## config.mk

```make
export PLATFORM = sky130hd
export DESIGN_NAME = popcnt_rr_arbiter
export DESIGN_NICKNAME = d
export VERILOG_FILES = /design/src/rtl/popcnt_rr_arbiter.sv
export SDC_FILE = /design/constraint.sdc
export NUM_CORES = 1
export LEC_CHECK = 0
export BUFFER_PORTS_ARGS = -buffer_cell sky130_fd_sc_hd__buf_2
export CORE_AREA = 2 2 119 121
export CTS_CLUSTER_DIAMETER = 200
export DETAILED_ROUTE_END_ITERATION = 8
export DIE_AREA = 0 0 121 123
export PLACE_DENSITY_LB_ADDON = 0.2
export SYNTH_ARGS = -nofsm -noshare
export SYNTH_HDL_FRONTEND = slang
export SYNTH_SLANG_ARGS = --single-unit
```

## constraint.sdc

```tcl
create_clock -name i_clk -period 9.93 [get_ports i_clk]
set_clock_uncertainty 0.15 [all_clocks]
set_input_delay 0.993 -clock i_clk [delete_from_list [all_inputs] [get_ports i_clk]]
set_output_delay 0.993 -clock i_clk [all_outputs]
set_load 0.005 [all_outputs]
```

## src/rtl/popcnt_rr_arbiter.sv

```systemverilog
// popcnt_rr_arbiter
//   Shares one combinational popcount datapath between NUM_REQ requesters.
//   A round-robin arbiter picks one valid request per cycle; the popcount and
//   requester index are captured in a single output register and returned over
//   a valid/ready channel, sustaining one result per cycle.
//   Optional macro POPCNT_ARB_STATS_EN adds a saturating 32-bit running total
//   of counted bits on o_stat_total; without it o_stat_total is constant zero.
module popcnt_rr_arbiter #(
    parameter int WIDTH   = 64,
    parameter int NUM_REQ = 4,
    localparam int CNT_W  = $clog2(WIDTH + 1),
    localparam int ID_W   = $clog2(NUM_REQ)
) (
    input  logic                     i_clk,
    input  logic                     i_rst_n,
    input  logic [NUM_REQ-1:0]       i_req_valid,
    output logic [NUM_REQ-1:0]       o_req_ready,
    input  logic [NUM_REQ*WIDTH-1:0] i_req_data,
    output logic                     o_rsp_valid,
    input  logic                     i_rsp_ready,
    output logic [CNT_W-1:0]         o_rsp_count,
    output logic [ID_W-1:0]          o_rsp_id,
    output logic [31:0]              o_stat_total
);

    logic [ID_W-1:0]  ptr_q, ptr_d;
    logic             rsp_valid_q, rsp_valid_d;
    logic [CNT_W-1:0] rsp_count_q, rsp_count_d;
    logic [ID_W-1:0]  rsp_id_q, rsp_id_d;

    logic             accept_en;
    logic             grant_found;
    logic [ID_W-1:0]  grant_idx;
    logic [WIDTH-1:0] sel_word;
    logic [CNT_W-1:0] sel_count;
    logic             req_hs;
    logic             rsp_hs;

    assign accept_en = !rsp_valid_q || i_rsp_ready;
    assign rsp_hs    = rsp_valid_q && i_rsp_ready;

    // Round-robin search: first valid requester starting at ptr, wrapping.
    always_comb begin
        int unsigned cand;
        grant_found = 1'b0;
        grant_idx   = '0;
        for (int unsigned i = 0; i < NUM_REQ; i++) begin
            cand = 32'(ptr_q) + i;
            if (cand >= NUM_REQ) begin
                cand = cand - NUM_REQ;
            end
            if (!grant_found && i_req_valid[ID_W'(cand)]) begin
                grant_found = 1'b1;
                grant_idx   = ID_W'(cand);
            end
        end
    end

    // Ready is one-hot on the granted requester, only when the output can take it.
    always_comb begin
        o_req_ready = '0;
        if (grant_found && accept_en) begin
            o_req_ready[grant_idx] = 1'b1;
        end
    end

    assign req_hs = grant_found && accept_en;

    // Shared popcount datapath on the granted word.
    always_comb begin
        sel_word  = i_req_data[grant_idx*WIDTH +: WIDTH];
        sel_count = '0;
        for (int unsigned b = 0; b < WIDTH; b++) begin
            sel_count = sel_count + CNT_W'(sel_word[b]);
        end
    end

    // Next-state for the response register and the round-robin pointer.
    always_comb begin
        ptr_d       = ptr_q;
        rsp_valid_d = rsp_valid_q;
        rsp_count_d = rsp_count_q;
        rsp_id_d    = rsp_id_q;
        if (req_hs) begin
            rsp_valid_d = 1'b1;
            rsp_count_d = sel_count;
            rsp_id_d    = grant_idx;
            ptr_d       = (32'(grant_idx) == NUM_REQ - 1) ? '0 : grant_idx + ID_W'(1);
        end else if (rsp_hs) begin
            rsp_valid_d = 1'b0;
        end
    end

    // Response register and pointer state.
    always_ff @(posedge i_clk or negedge i_rst_n) begin
        if (!i_rst_n) begin
            ptr_q       <= '0;
            rsp_valid_q <= 1'b0;
            rsp_count_q <= '0;
            rsp_id_q    <= '0;
        end else begin
            ptr_q       <= ptr_d;
            rsp_valid_q <= rsp_valid_d;
            rsp_count_q <= rsp_count_d;
            rsp_id_q    <= rsp_id_d;
        end
    end

    assign o_rsp_valid = rsp_valid_q;
    assign o_rsp_count = rsp_count_q;
    assign o_rsp_id    = rsp_id_q;

`ifdef POPCNT_ARB_STATS_EN
    logic [31:0] stat_total_q, stat_total_d;

    // Saturating accumulation of delivered counts.
    always_comb begin
        logic [32:0] sum;
        sum          = {1'b0, stat_total_q} + 33'(rsp_count_q);
        stat_total_d = stat_total_q;
        if (rsp_hs) begin
            stat_total_d = sum[32] ? '1 : sum[31:0];
        end
    end

    // Statistics register, cleared only by reset.
    always_ff @(posedge i_clk or negedge i_rst_n) begin
        if (!i_rst_n) begin
            stat_total_q <= '0;
        end else begin
            stat_total_q <= stat_total_d;
        end
    end

    assign o_stat_total = stat_total_q;
`else
    assign o_stat_total = '0;
`endif

endmodule

```

# Word level (Yosys, flattened, before mapping)

Index checks and enable logic that the tools add are counted.

Register bits after elaboration: 12
Logic and storage cells: 125

Add/sub/neg operators: 71
Order comparisons: 10
Eq/ne operators: 1
Shifts and indexed selects: 1
Multiplexer cells: 26
Reductions and logical operators: 12

Operator list:

| kind                  | number |
|---|---|
| $add A7 B1 Y7         | 57 |
| $shiftx A256 B9 Y64   | 1 |
| $mux W2               | 9 |
| $lt A2 B3 Y1 const B  | 5 |
| $mux W1               | 11 |
| $ge A3 B3 Y1 const B  | 3 |
| $bmux W1 S2           | 4 |
| $sub A2 B1 Y2 const B | 4 |
| $add A6 B1 Y7         | 1 |
| $add A2 B2 Y3 const B | 2 |
| $add A5 B1 Y6         | 1 |
| $logic_and A1 B1 Y1   | 6 |
| $add A4 B1 Y5         | 1 |
| $add A3 B1 Y4         | 1 |
| $logic_not A1 Y1      | 4 |
| $mux W4               | 1 |
| $add A2 B1 Y3         | 1 |
| $add A2 B1 Y3 const B | 1 |
| $ge A2 B3 Y1 const B  | 1 |
| $add A1 B1 Y2         | 1 |
| $add A2 B1 Y2 const B | 1 |
| $demux W1 S2          | 1 |
| $eq A2 B2 Y1 const B  | 1 |
| $ge A2 B1 Y1 const B  | 1 |
| 2 further kinds       | 2 |

# Depth between registers and ports, before layout

Depth after elaboration: 78
Gate-level depth with buffers: 28
Gate-level depth less buffers: 25

# Worst setup path before layout

Ideal clock, no wire load.

Kind: input port to flip-flop
Start: input i_req_valid[2]
End: register rsp_count_q[6] (netlist: o_rsp_count[6])
Arrival: 7.779 ns
Path slack: 1.871 ns
Stages: 26
Path buffers: 3
Path through: nor2b_1 -> a21o_1 -> a221oi_2 -> and2_1 -> buf_4 -> buf_12 -> buf_12 -> mux2_4 -> fa_1 -> inv_1 -> fa_1 -> inv_1 -> fa_1 -> fa_1 -> fa_1 -> fa_1 -> fa_1 -> fa_1 -> inv_1 -> ha_1 -> fa_1 -> a21o_1 -> a21oi_1 -> o21bai_1 -> a21oi_1 -> o21ai_0

Longest elaborated chain between the ends: 76

Ends and longest elaborated chain:

| element                       | RTL line | source |
|---|---|---|
| from (decl)                   | 16       | `input logic [NUM_REQ-1:0] i_req_valid,` |
| $bmux W1 S2                   | 52       | `if (!grant_found && i_req_valid[ID_W'(cand)]) begin` |
| $mux W1 (implied by the code) | 52       |  |
| $mux W1                       | 52       |  |
| $logic_not A1 Y1              | 52       |  |
| $logic_and A1 B1 Y1           | 52       |  |
| $mux W1                       | 52       |  |
| $logic_not A1 Y1              | 52       |  |
| $logic_and A1 B1 Y1           | 52       |  |
| [... 4 more ...]              | --       |  |
| $shiftx A256 B9 Y64           | 71       | `sel_word = i_req_data[grant_idx*WIDTH +: WIDTH];` |
| $add A1 B1 Y2                 | 74       | `sel_count = sel_count + CNT_W'(sel_word[b]);` |
| $add A2 B1 Y3                 | 74       |  |
| $add A3 B1 Y4                 | 74       |  |
| $add A4 B1 Y5                 | 74       |  |
| $add A5 B1 Y6                 | 74       |  |
| $add A6 B1 Y7                 | 74       |  |
| $add A7 B1 Y7 (57 in series)  | 74       |  |
| to (signal assigned)          | 104      | `rsp_count_q <= rsp_count_d;` |
| to (decl)                     | 28       | `logic [CNT_W-1:0] rsp_count_q, rsp_count_d;` |

Several ways; a longest one is shown, not always the timed one. The select of a mux whose other input is x is not followed.
A chain may end at the register's enable or synchronous reset.

# Worst setup path in the final report

Ends and elaborated chain as after synthesis.

==> key figures <==
Outcome
  – Status: complete, no violations

Global routing
  – M2 GR Usage: 30.7%
  – Met1 GRT Util: 17.0%
  – Vias in the first global route: 4004
  – Most used routing layer: met2
  – Overflow after GRT: 0
  – Met3 GRT Util: 1.25%
  – Largest net degree at the start of global routing: 79
  – First-pass GRT wire length: 18000 um
  – Initial antenna violation count: 0
  – Gr usage total: 14.9%

Synth
  – Cell Area, Synth: 4670 um^2
  – Synth Area in Compound Gates: 3.08%
  – #FFs+latches synth: 12
  – Largest family of logic cells by synthesized area: multiplexers
  – Synth area leaders: mux2i_1, fa_1, dfrtp_1, mux2_2, buf_4
  – Simple-gate share of the synthesized area: 3.21%
  – YS warnings: 0
  – Largest area contributor in the netlist: mux2i_1
  – Syn Area/Cell: around 10 um^2
  – Seq/Total Area, Yosys: ~6.4%
  – Share of the synthesized area in the top cell type: 32.1%
  – Mux share of post-synthesis cell area: a little over two fifths
  – Post-Syn Instances: 448
  – Count of cell types in the netlist: 33
  – Post-synthesis adder-cell area fraction: 28.2%
  – Post-Synth XOR/XNOR Area: 0.750%

Die
  – Ports: 309
  – Initial Utilization: 34.3%
  – Core area: between 10000 and 15000 um^2
  – Die H: 123 um
  – Number of placement rows: 43
  – Horiz. Die Dim: ~120 um
  – Full die area: 14900 um^2

Setup path
  – Crit Path Category: in2reg
  – Crit path top cell by count: fa_1
  – CP required: 9.87 ns
  – Highest fanout seen on the critical path: 24
  – Crit. Startpoint: i_req_valid[2]
  – Worst Setup EP: o_rsp_count[6]
  – R2r startpoint: ptr_q[0]
  – Slowest stage delay, CP: between 0.5 and 0.6 ns
  – Crit path arrival time: 8.42 ns
  – Critical path startpoint category: input pin
  – Setup crit end kind: flop
  – Worst R2R Setup Slack: 1.97 ns
  – Critical R2R Capture: o_rsp_count[6]
  – Worst r2r path cells: 24
  – Slowest CP cell: fa_1

Place
  – Dpl cell area: between 5000 and 6000 um^2
  – Port-buffer cells: 276
  – Placed Instances: approximately 880
  – Detailed placement HPWL: around 11000 um
  – GPL Wtd Cong: 0.768

CTS
  – CTS Sinks: 12
  – Hold_buf cts: 0
  – PostCTS Resize Cnt: 0
  – Worst-Skew Late Latency: 0.24 ns
  – CTS clock-pin slew for the worst setup and hold paths: 0.04 ns
  – H-Tree Level Count: 1
  – CTS root buf: clkbuf_16
  – CTS buffer count: 3
  – Post-CTS Setup Inserts: 0
  – Deepest clock path buffer count: 2
  – CTS tree: built

STA
  – Final-report max-slew violation count: 0
  – Final period utilization: 85.4%
  – RSZ-0062 raised after global routing: false
  – Final number of hold-violating endpoints: 0
  – F_max: 118 MHz
  – Min cycle time layout: 8.48 ns
  – Relative slew slack: about three fifths
  – Final setup violation count: 0
  – Slew @ Worst Pin: between 0.6 and 0.7 ns
  – Fin Setup TNS: 0 ns

Final layout
  – Share of cells above drive strength 1: 46.9%
  – NumNets Final: 1045
  – Syn-to-layout area delta: 30.0%
  – Ant diodes: 0
  – Non-filler cells, final: 888
  – Final instance area: 6070 um^2

Detailed routing
  – 1st-iter DRT viols: 66
  – Post-DR wirelength/cell: ~13 um
  – Vias/cell: between 4 and 5
  – Final WL: 11900 um
  – DRC: 0
  – TritonRoute pass-1 iters: 4
  – Via Count: 3935
  – ANT nets after route: 0

Min path
  – Worst hold path class: reg2reg
  – Hold path start: o_rsp_id[0]

Run
  – Max-Cap Viols: 0
-- cell usage after synthesis --
master / instances
buf_6: 9
inv_2: 1
a21boi_0: 1
mux2i_1: 150
fa_1: 54
nor2b_1: 1
a31o_2: 1
clkbuf_4: 2
a21o_1: 4
nor2_1: 2
nand2_1: 20
o21ai_0: 5
and3_1: 4
buf_4: 37
mux2_2: 26
dfrtp_1: 12
a21oi_1: 7
o32a_1: 1
a221oi_2: 1
conb_1: 1
buf_12: 3
o21bai_1: 1
xnor2_1: 2
ha_1: 19
buf_2: 4
o21ai_1: 1
clkbuf_1: 1
nand3_1: 1
inv_1: 54
nand2b_1: 3
and2_1: 2
mux2_4: 16
xor2_1: 2
-- final cells by class --
type                       count  area, um^2
clock buffer                   4        88.8
sequential                    12         300
fill                        1378        7540
timing repair buffer         281        1440
multi-input combinational    356        3810
tap                          180         225
inverter                      55         206
-- metal layers --
metal  up-vias  wire length, um
li1       1972                -
met1      1795             4490
met2       165             6590
met3         3              826
met4         0               23
met5         -                0
-- worst min path at each step --
stage                     end  slack (ns)  cells after the start
2_1_floorplan  o_rsp_count[0]        0.32                      2
3_3_place_gp   o_rsp_count[1]        0.31                      2
3_5_place_dp      o_rsp_id[0]        0.32                      2
4_1_cts           o_rsp_id[0]        0.33                      2
5_1_grt           o_rsp_id[0]        0.36                      2
6_report          o_rsp_id[0]        0.32                      2
-- worst max-delay path, delay by kind of cell --
| family | cells | cell delay [ns] |
|---|---|---|
| fa+ha+maj | 10 | 4.80 |
| compound gates | 7 | 1.10 |
| buf+inv | 5 | 0.64 |
| simple gates | 2 | 0.54 |
| mux | 1 | 0.34 |
-- flip-flops by register name (all words and copies together), names as in the netlist --
signal	cells
ptr_q	2
o_rsp_valid	1
o_rsp_count	7
o_rsp_id	2
-- cells by family after synthesis --
kind of cell	count (synthesis)
compound gates	22
simple gates	33
buf+inv	111
other cells	1
xor+xnor	4
mux	192
flops	12
fa+ha+maj	73
-- cells in the final DEF (no fill, tap or decap), drive strengths merged, types with 6 or more instances in the layout --
cell and instances:
mux2 42, conb 32, a21oi 7, nand2 20, ha 19, buf 281, o21ai 6, fa 54
inv 55, mux2i 150, dfrtp 12
-- per-stage QoR --
step	util [%]	setup slack, ns	hold slack (ns)
5_1_grt	44.6	1.08	0.356
3_5_place_dp	43.9	1.15	0.317
3_3_place_gp	43.9	1.28	0.309
2_1_floorplan	-	1.87	0.320
6_report	44.6	1.45	0.324
4_1_cts	44.6	1.38	0.330
Power is left out: the tool's default activity adds up to more than one toggle a clock period on the data nets, which glitch-free logic cannot reach.
